$ cat config.mk
export PLATFORM = sky130hd
export DESIGN_NAME = fetch_queue_flat
export DESIGN_NICKNAME = d
export VERILOG_FILES = /design/src/rtl/fetch_queue_if.sv /design/src/rtl/fetch_queue.sv /design/src/flat_wrapper.sv
export SDC_FILE = /design/constraint.sdc
export NUM_CORES = 1
export LEC_CHECK = 0
export CORE_ASPECT_RATIO = 1.1
export CORE_UTILIZATION = 55
export DETAILED_ROUTE_END_ITERATION = 10
export HOLD_SLACK_MARGIN = 0.05
export PLACE_DENSITY = 0.83
export SYNTH_ARGS = -nofsm -noshare
export SYNTH_HDL_FRONTEND = slang
export SYNTH_SLANG_ARGS = --single-unit
$ cat constraint.sdc
create_clock -name clk -period 2.8 [get_ports clk]
set_input_delay 0.84 -clock clk [delete_from_list [all_inputs] [get_ports clk]]
set_output_delay 0.84 -clock clk [all_outputs]
set_load 0.1 [all_outputs]
$ cat src/rtl/fetch_queue_if.sv
`default_nettype none
`timescale 1ns/1ps
// ============================================================================
// Module   : fetch_queue_if
// Brief    : Handshake bundle between fetch_queue, instruction memory,
//            the redirect/halt sources and the IF-stage consumer.
// Revision : 1.0  initial release
// ============================================================================
interface fetch_queue_if #(
  parameter int DEPTH = 4,
  parameter int AW    = 16,
  parameter int IW    = 16
);
  localparam int CW = $clog2(DEPTH) + 1;

  logic          imem_req;
  logic [AW-1:0] imem_addr;
  logic          imem_ack;
  logic [IW-1:0] imem_rdata;
  logic          redirect;
  logic [AW-1:0] redirect_pc;
  logic          halt;
  logic          deq;
  logic [IW-1:0] instr;
  logic [AW-1:0] instr_pc;
  logic          instr_valid;
  logic [CW-1:0] count;

  // master: the queue itself
  modport master (
    output imem_req, imem_addr, instr, instr_pc, instr_valid, count,
    input  imem_ack, imem_rdata, redirect, redirect_pc, halt, deq
  );

  // slave: memory, pipeline control and consumer side
  modport slave (
    input  imem_req, imem_addr, instr, instr_pc, instr_valid, count,
    output imem_ack, imem_rdata, redirect, redirect_pc, halt, deq
  );
endinterface
`default_nettype wire

$ cat src/rtl/fetch_queue.sv
`default_nettype none
`timescale 1ns/1ps
// ============================================================================
// Module   : fetch_queue
// Brief    : Instruction prefetch queue with req/ack memory fetch, redirect
//            flush and halt; buffers DEPTH {instr, pc} pairs for the IF stage.
// Revision : 1.0  initial release
// ============================================================================
module fetch_queue #(
  parameter int DEPTH = 4,
  parameter int AW    = 16,
  parameter int IW    = 16
) (
  input  wire logic     clk,
  input  wire logic     rst,
  fetch_queue_if.master fq
);

  localparam int PW = $clog2(DEPTH);
  localparam int CW = PW + 1;

  localparam logic [1:0] c_idle = 2'd0;
  localparam logic [1:0] c_wait = 2'd1;
  localparam logic [1:0] c_drop = 2'd2;

  localparam logic [CW-1:0] c_depth = CW'(DEPTH);

  logic [1:0]    r_state;
  logic [1:0]    w_state_nxt;
  logic [AW-1:0] r_fetch_pc;
  logic [AW-1:0] w_fetch_pc_nxt;
  logic [AW-1:0] r_imem_addr;
  logic [AW-1:0] w_imem_addr_nxt;
  logic [PW-1:0] r_rd_ptr;
  logic [PW-1:0] r_wr_ptr;
  logic [CW-1:0] r_count;
  logic [CW-1:0] w_count_nxt;

  logic [IW-1:0] r_mem_instr [DEPTH];
  logic [AW-1:0] r_mem_pc    [DEPTH];

  logic          w_ack;
  logic          w_enq;
  logic          w_deq;
  logic          w_issue;
  logic [AW-1:0] w_pc_inc;
  logic [AW-1:0] w_target;
  logic [AW-1:0] w_after_ack;

  // Ack only means something while a request is actually outstanding
  assign w_ack = fq.imem_ack && (r_state != c_idle);
  assign w_enq = w_ack && (r_state == c_wait) && !fq.redirect;
  assign w_deq = fq.deq && (r_count != '0) && !fq.redirect;

  always_comb begin
    w_count_nxt = r_count;
    if (fq.redirect) begin
      w_count_nxt = '0;
    end else if (w_enq && !w_deq) begin
      w_count_nxt = r_count + CW'(1);
    end else if (!w_enq && w_deq) begin
      w_count_nxt = r_count - CW'(1);
    end
  end

  // A new request reserves a slot that is guaranteed free when it returns
  assign w_issue     = !fq.halt && (w_count_nxt < c_depth);
  assign w_pc_inc    = r_imem_addr + AW'(1);
  assign w_target    = fq.redirect ? fq.redirect_pc : r_fetch_pc;
  assign w_after_ack = fq.redirect ? fq.redirect_pc : w_pc_inc;

  always_comb begin
    w_state_nxt     = r_state;
    w_fetch_pc_nxt  = r_fetch_pc;
    w_imem_addr_nxt = r_imem_addr;
    case (r_state)
      c_idle: begin
        w_fetch_pc_nxt = w_target;
        if (w_issue) begin
          w_state_nxt     = c_wait;
          w_imem_addr_nxt = w_target;
        end
      end
      c_wait: begin
        if (w_ack) begin
          w_fetch_pc_nxt = w_after_ack;
          if (w_issue) begin
            w_state_nxt     = c_wait;
            w_imem_addr_nxt = w_after_ack;
          end else begin
            w_state_nxt = c_idle;
          end
        end else if (fq.redirect) begin
          // Address must stay stable until the in-flight request is acked
          w_state_nxt    = c_drop;
          w_fetch_pc_nxt = fq.redirect_pc;
        end
      end
      c_drop: begin
        w_fetch_pc_nxt = w_target;
        if (w_ack) begin
          if (w_issue) begin
            w_state_nxt     = c_wait;
            w_imem_addr_nxt = w_target;
          end else begin
            w_state_nxt = c_idle;
          end
        end
      end
      default: begin
        w_state_nxt = c_idle;
      end
    endcase
  end

  always_ff @(posedge clk or posedge rst) begin
    if (rst) begin
      r_state     <= c_idle;
      r_fetch_pc  <= '0;
      r_imem_addr <= '0;
      r_rd_ptr    <= '0;
      r_wr_ptr    <= '0;
      r_count     <= '0;
    end else begin
      r_state     <= w_state_nxt;
      r_fetch_pc  <= w_fetch_pc_nxt;
      r_imem_addr <= w_imem_addr_nxt;
      r_count     <= w_count_nxt;
      if (fq.redirect) begin
        r_rd_ptr <= '0;
        r_wr_ptr <= '0;
      end else begin
        if (w_enq) begin
          r_wr_ptr <= r_wr_ptr + PW'(1);
        end
        if (w_deq) begin
          r_rd_ptr <= r_rd_ptr + PW'(1);
        end
      end
    end
  end

  // Storage needs no reset: head outputs are masked by occupancy
  always_ff @(posedge clk) begin
    if (w_enq) begin
      r_mem_instr[r_wr_ptr] <= fq.imem_rdata;
      r_mem_pc[r_wr_ptr]    <= r_imem_addr;
    end
  end

  assign fq.imem_req    = (r_state != c_idle);
  assign fq.imem_addr   = r_imem_addr;
  assign fq.count       = r_count;
  assign fq.instr_valid = (r_count != '0);
  assign fq.instr       = (r_count != '0) ? r_mem_instr[r_rd_ptr] : '0;
  assign fq.instr_pc    = (r_count != '0) ? r_mem_pc[r_rd_ptr]    : '0;

endmodule
`default_nettype wire

$ cat src/flat_wrapper.sv
// flat-port wrapper written by rule: the top's interface ports become plain ports
module fetch_queue_flat 
#(
  parameter int DEPTH = 4,
  parameter int AW    = 16,
  parameter int IW    = 16
)
  (clk, rst, fq_imem_req, fq_imem_addr, fq_instr, fq_instr_pc, fq_instr_valid, fq_count, fq_imem_ack, fq_imem_rdata, fq_redirect, fq_redirect_pc, fq_halt, fq_deq);
  fetch_queue_if #(.DEPTH(DEPTH), .AW(AW), .IW(IW)) fq_i ();
  input  wire logic clk;
  input  wire logic rst;
  output wire logic [$bits(fq_i.imem_req)-1:0] fq_imem_req;
  output wire logic [$bits(fq_i.imem_addr)-1:0] fq_imem_addr;
  output wire logic [$bits(fq_i.instr)-1:0] fq_instr;
  output wire logic [$bits(fq_i.instr_pc)-1:0] fq_instr_pc;
  output wire logic [$bits(fq_i.instr_valid)-1:0] fq_instr_valid;
  output wire logic [$bits(fq_i.count)-1:0] fq_count;
  input wire logic [$bits(fq_i.imem_ack)-1:0] fq_imem_ack;
  input wire logic [$bits(fq_i.imem_rdata)-1:0] fq_imem_rdata;
  input wire logic [$bits(fq_i.redirect)-1:0] fq_redirect;
  input wire logic [$bits(fq_i.redirect_pc)-1:0] fq_redirect_pc;
  input wire logic [$bits(fq_i.halt)-1:0] fq_halt;
  input wire logic [$bits(fq_i.deq)-1:0] fq_deq;
  assign fq_imem_req = fq_i.imem_req;
  assign fq_imem_addr = fq_i.imem_addr;
  assign fq_instr = fq_i.instr;
  assign fq_instr_pc = fq_i.instr_pc;
  assign fq_instr_valid = fq_i.instr_valid;
  assign fq_count = fq_i.count;
  assign fq_i.imem_ack = fq_imem_ack;
  assign fq_i.imem_rdata = fq_imem_rdata;
  assign fq_i.redirect = fq_redirect;
  assign fq_i.redirect_pc = fq_redirect_pc;
  assign fq_i.halt = fq_halt;
  assign fq_i.deq = fq_deq;
  fetch_queue #(.DEPTH(DEPTH), .AW(AW), .IW(IW)) u_core (.clk(clk), .rst(rst), .fq(fq_i));
endmodule
**Word-level counts from Yosys, hierarchy flattened**

Memories as Yosys holds them, arrays and structs flattened.
Cells that the tools add are included.

- Register bits after elaboration: 41
- Bits in latches: 0
- Bits in writable memories: 128
- Bits in read-only memories: 0
- Input port bits: 38
- Output and inout port bits: 53
- Logic and storage cells: 69
- Memories: 2

- Add/sub/neg operators: 5
- Multipliers: 0
- Divide/modulo/power cells: 0
- Order comparisons: 1
- Eq/ne operators: 7
- Shift operators: 0
- Multiplexer cells: 26
- Bitwise operators: 0
- Reductions and logical operators: 22

Memories:

| memory | depth | width | rd ports | clocked after Yosys merged registers in | write ports | RTL line | source |
|---|---|---|---|---|---|---|---|
| u_core.r_mem_instr | 4 | 16 | 1 | 0 | 1 | fetch_queue.sv:39 | `logic [IW-1:0] r_mem_instr [DEPTH];` |
| u_core.r_mem_pc | 4 | 16 | 1 | 0 | 1 | fetch_queue.sv:40 | `logic [AW-1:0] r_mem_pc [DEPTH];` |

Operators with widths:

| kind | count |
|---|---|
| $mux W16 | 9 |
| $pmux W16 S3 | 1 |
| $pmux W16 S2 | 1 |
| $add A16 B1 Y16 const B | 1 |
| $mux W2 | 8 |
| $mux W3 | 3 |
| $logic_and A1 B1 Y1 | 8 |
| $ne A2 B1 Y1 const B | 4 |
| $reduce_bool A2 Y1 | 4 |
| $pmux W2 S3 | 1 |
| $reduce_bool A3 Y1 | 2 |
| $add A2 B1 Y2 const B | 2 |
| $logic_not A1 Y1 | 4 |
| $reduce_and A4 Y1 | 1 |
| $add A3 B1 Y3 const B | 1 |
| $lt A3 B3 Y1 const B | 1 |
| $mux W1 | 3 |
| $ne A3 B2 Y1 const B | 1 |
| $reduce_and A3 Y1 | 1 |
| $sub A3 B1 Y3 const B | 1 |
| $eq A2 B1 Y1 const B | 1 |
| $eq A2 B2 Y1 const B | 1 |
| $logic_not A2 Y1 | 1 |
| $reduce_or A2 Y1 | 1 |

**Longest topological paths before layout**

- Word-level depth: 14
- Gate-level depth with buffers: 10

**Worst setup path before layout**

OpenSTA, ideal clock, no wires.

- Path kind: register -> output
- Start point: reg u_core.r_count[0], in the netlist u_core.fq.count[0]
- End point: out fq_instr[10]
- Arrival: 3.435 ns
- Data required time: 1.960 ns
- Path slack: -1.475 ns
- Cell stages (with the launch flop): 7
- Buffers on the path: 2
- Cells stage by stage: dfrtp_1 inv_1 ha_1 nand2b_4 buf_6 clkbuf_1 and2_1

- Word-level cells in the longest chain between the ends: 2

Ends and longest elaborated chain:

| what | RTL line | source |
|---|---|---|
| start: declaration | fetch_queue.sv:36 | `logic [CW-1:0] r_count;` |
| start signal: assignment | fetch_queue.sv:128 | `r_count <= w_count_nxt;` |
| $reduce_bool A3 Y1 | n/a |  |
| named net fq_instr_valid | flat_wrapper.sv:16 | `output wire logic [$bits(fq_i.instr_valid)-1:0] fq_instr_valid;` |
| $mux W16 | fetch_queue.sv:155 | `assign fq.instr = (r_count != '0) ? r_mem_instr[r_rd_ptr] : '0;` |
| end: declaration | flat_wrapper.sv:14 | `output wire logic [$bits(fq_i.instr)-1:0] fq_instr;` |

The timed path passes the listed nets, and every way through them passes these cells.

**Final worst setup path**

- Start point: reg u_core.r_rd_ptr[0]
- End point: out fq_instr[14]

- Word-level cells in the longest chain between the ends: 2

Ends and longest elaborated chain:

| what | RTL line | source |
|---|---|---|
| start: declaration | fetch_queue.sv:34 | `logic [PW-1:0] r_rd_ptr;` |
| start signal: assignment | fetch_queue.sv:137 | `r_rd_ptr <= r_rd_ptr + PW'(1);` |
| $mem_v2 Z4 W16 | n/a |  |
| $mux W16 | fetch_queue.sv:155 |  |

No other way between the ends.

==> impl_metrics.env <==
export IMPL_min_period_ps=2876
export IMPL_clockBufferDepth=2
export IMPL_rsz0062_at_grt="yes"
export IMPL_die_x_um=112.6
export IMPL_port_buffers=90
export IMPL_setup_ws_ps=-75.84
export IMPL_synthMuxAreaShare_pct=9.893
export IMPL_cts_sinks=169
export IMPL_die_height_um=123.6
export IMPL_synth_cell_type_count=52
export IMPL_hold_viol_final=0
export IMPL_crit_arrival_ps=2040
export IMPL_synth_adder_area_share_pct=1.488
export IMPL_crit_fanout=8
export IMPL_final_net_count=673
export IMPL_grt_use_total_pct=27.92
export IMPL_numCtsBuffers=17
export IMPL_max_freq_mhz=347.7
export IMPL_layout_drive_gt1_share_pct=31.72
export IMPL_core_sq_mm=0.01316
export IMPL_clock_root_buffer="clkbuf_16"
export IMPL_row_count=44
export IMPL_start_kind="flop"
export IMPL_slew_viol_final=0
export IMPL_final_antenna_net_count=0
export IMPL_ys_ff_latch=169
export IMPL_dp_hpwl_um=10640
export IMPL_area_growth_pct=32.56
export IMPL_cts_tree="done"
export IMPL_endpoint_kind="output port"
export IMPL_violations="setup timing"
export IMPL_synth_top_family_by_area="simple AND/OR/NAND/NOR gates"
export IMPL_drt_iter0_drc=440
export IMPL_post_drt_wl_per_cell_um=22.93
export IMPL_grt_pass1_vias=4983
export IMPL_clk_pin_slew_ps=70
export IMPL_grt_pass1_wl_um=28050
export IMPL_synthXorXnorAreaFrac_pct=2.013
export IMPL_synth_fp_nets=557
export IMPL_seq_area_frac_synth_pct=65.82
export IMPL_ios=91
export IMPL_gr_total_overflow=0
export IMPL_drc=0
export IMPL_hp_class="reg -> reg"
export IMPL_diodes=0
export IMPL_grt_antenna_before_repair=0
export IMPL_grt_max_degree=33
export IMPL_setup_violations=27
export IMPL_die_area_sq_mm=0.01392
export IMPL_cts_hold_buffers=0
export IMPL_maxCapViolations=0
export IMPL_dp_slack_ps=-64.96
export IMPL_wirelength_um=18370
export IMPL_vias=4964
export IMPL_min_period_over_period_pct=102.7
export IMPL_synthArstFlopShare_pct=24.26
export IMPL_synth_simple_gate_area_share_pct=10.60
export IMPL_htreeDepth=4
export IMPL_start_util_pct=56.23
export IMPL_synth_area_sq_mm=0.007398
export IMPL_avgSynthCellArea_sq_um=14.48
export IMPL_clk_latency_ps=430
export IMPL_max_slew_margin_rel_pct=47.90
export IMPL_synth_edf_count=128
export IMPL_dr_pass1_iters=6
export IMPL_yosys_warnings=0
export IMPL_avgViaCountPerCell=6.197
export IMPL_worst_pin_slew_ps=776.2
export IMPL_synth_cells=511
export IMPL_skew_ps=9.685
export IMPL_synth_flop_cell="edfxtp_1"
export IMPL_synth_compound_area_share_pct=8.135
export IMPL_crit_required_ps=1960
export IMPL_crit_type="reg -> out"
export IMPL_status="complete, but fails checks"
export IMPL_finalWeightedCongestion=0.8948
worst max-delay path: stages, from the launching register on:
cell and delay [ps]:
dfrtp_2 420, buf_12 150, buf_12 140, mux4_2 530, and2_4 190, buf_12 160
layout make-up:
class                           instances  area, sq um
Tap cell                              161        201.4
Timing Repair Buffer                  121         1579
Inverter                                9        33.78
Multi-Input combinational cell        309         2489
Clock buffer                           17        425.4
Sequential cell                       169         4880
Fill cell                             765         3351
Clock inverter                         15        198.9
metal layers:
metal | global-route usage, % | vias to the layer above | part of all wire (%)
met3 | 4.866 | 34 | 6.3
li1 | - | 2170 | -
met5 | 0 | - | 0
met2 | 49.34 | 271 | 53
met4 | 10.75 | 0 | 2.1
met1 | 34.75 | 2489 | 39
path summary, 6_finish.rpt:
kind,start,end,slack (ps),cells after the start
worst max-delay path,u_core.r_rd_ptr[0]$_DFFE_PP0P_,fq_instr[14],-80,5
worst min-delay path,u_core.r_fetch_pc[15]$_DFFE_PP0P_,u_core.r_fetch_pc[15]$_DFFE_PP0P_,500,2
worst max register to register,u_core.fq.count[0]$_DFFE_PP0P_,u_core.fq.imem_addr[8]$_DFFE_PP0P_,380,9
worst min register to register,u_core.r_fetch_pc[15]$_DFFE_PP0P_,u_core.r_fetch_pc[15]$_DFFE_PP0P_,500,2
max in group asynchronous,rst,u_core.fq.imem_addr[14]$_DFFE_PP0P_,1380,3
min in group asynchronous,rst,u_core.r_state[1]$_DFFE_PP0P_,820,2
Yosys cell counts, drive strengths merged (2+ instances only):
library cell,instances,area (sq um)
o21ai,39,198.9
o21a,2,15.01
nor3,9,45.04
buf,9,57.56
and4,2,20.02
nand3,7,40.04
or2,3,18.77
a21oi,27,135.1
nor2b,3,18.77
inv,9,33.78
nand2b,4,32.53
clkbuf,16,60.06
a31oi,2,12.51
a221oi,4,35.03
a211oi,2,20.02
o22ai,6,37.54
mux4,32,720.7
ha,8,100.1
nand4,3,18.77
xnor2,7,61.31
a32oi,3,26.28
a22o,5,43.79
and3,6,37.54
and2,35,219.0
nand2,41,153.9
xor2,10,87.58
dfrtp,41,1026
edfxtp,128,3844
nor2,35,133.9
o22a,2,17.52
logic make-up after synthesis:
kind of cell | count (synthesis)
xor+xnor | 17
mux | 33
compound gates | 97
fa+ha+maj | 9
simple gates | 152
flops | 169
buf+inv | 34
metrics by stage:
stage,hold WS [ps],cell area (sq um),setup TNS (ps),util [%],cells
finish,501.6,9807,-667.9,74.53,801
global route,521.2,9807,-2022,74.53,801
CTS,503.7,9804,-457.8,74.52,801
floorplan,453.1,7458,0,-,511
detailed placement,486.4,8979,-166.4,68.24,759
global placement,474.5,8979,0,68.24,759
layout by cell type, fill, tap and decap left out, types with 9 or more instances in the layout:
cell             synthesis  routed
nor2_1                  34      34
clkbuf_16                0      17
o21ai_0                 34      34
and2_4                   0      32
mux4_2                  32      32
clkdlybuf4s50_1          0      37
buf_12                   0      44
xor2_1                  10      10
buf_4                    1      38
nand2_1                 41      41
edfxtp_1               128     128
nor3_1                   9       9
a21oi_1                 27      27
dfrtp_1                 41      37
what timing repair did:
item | CTS | global route
buffers inserted | 8 | 0
gates resized for setup | 33 | 1
setup endpoints to repair | 32 | 32
gates cloned | 2 | 0
pin swaps | 0 | 0
flip-flops by register name, indices dropped and copies added, names as in the netlist:
name                 cells
u_core.r_mem_pc         64
u_core.fq.count          3
u_core.r_state           2
u_core.fq.imem_addr     16
u_core.r_rd_ptr          2
u_core.r_fetch_pc       16
u_core.r_mem_instr      64
u_core.r_wr_ptr          2
Power is left out: the tool's default activity adds up to more than one toggle a clock period on the data nets, which glitch-free logic cannot reach.
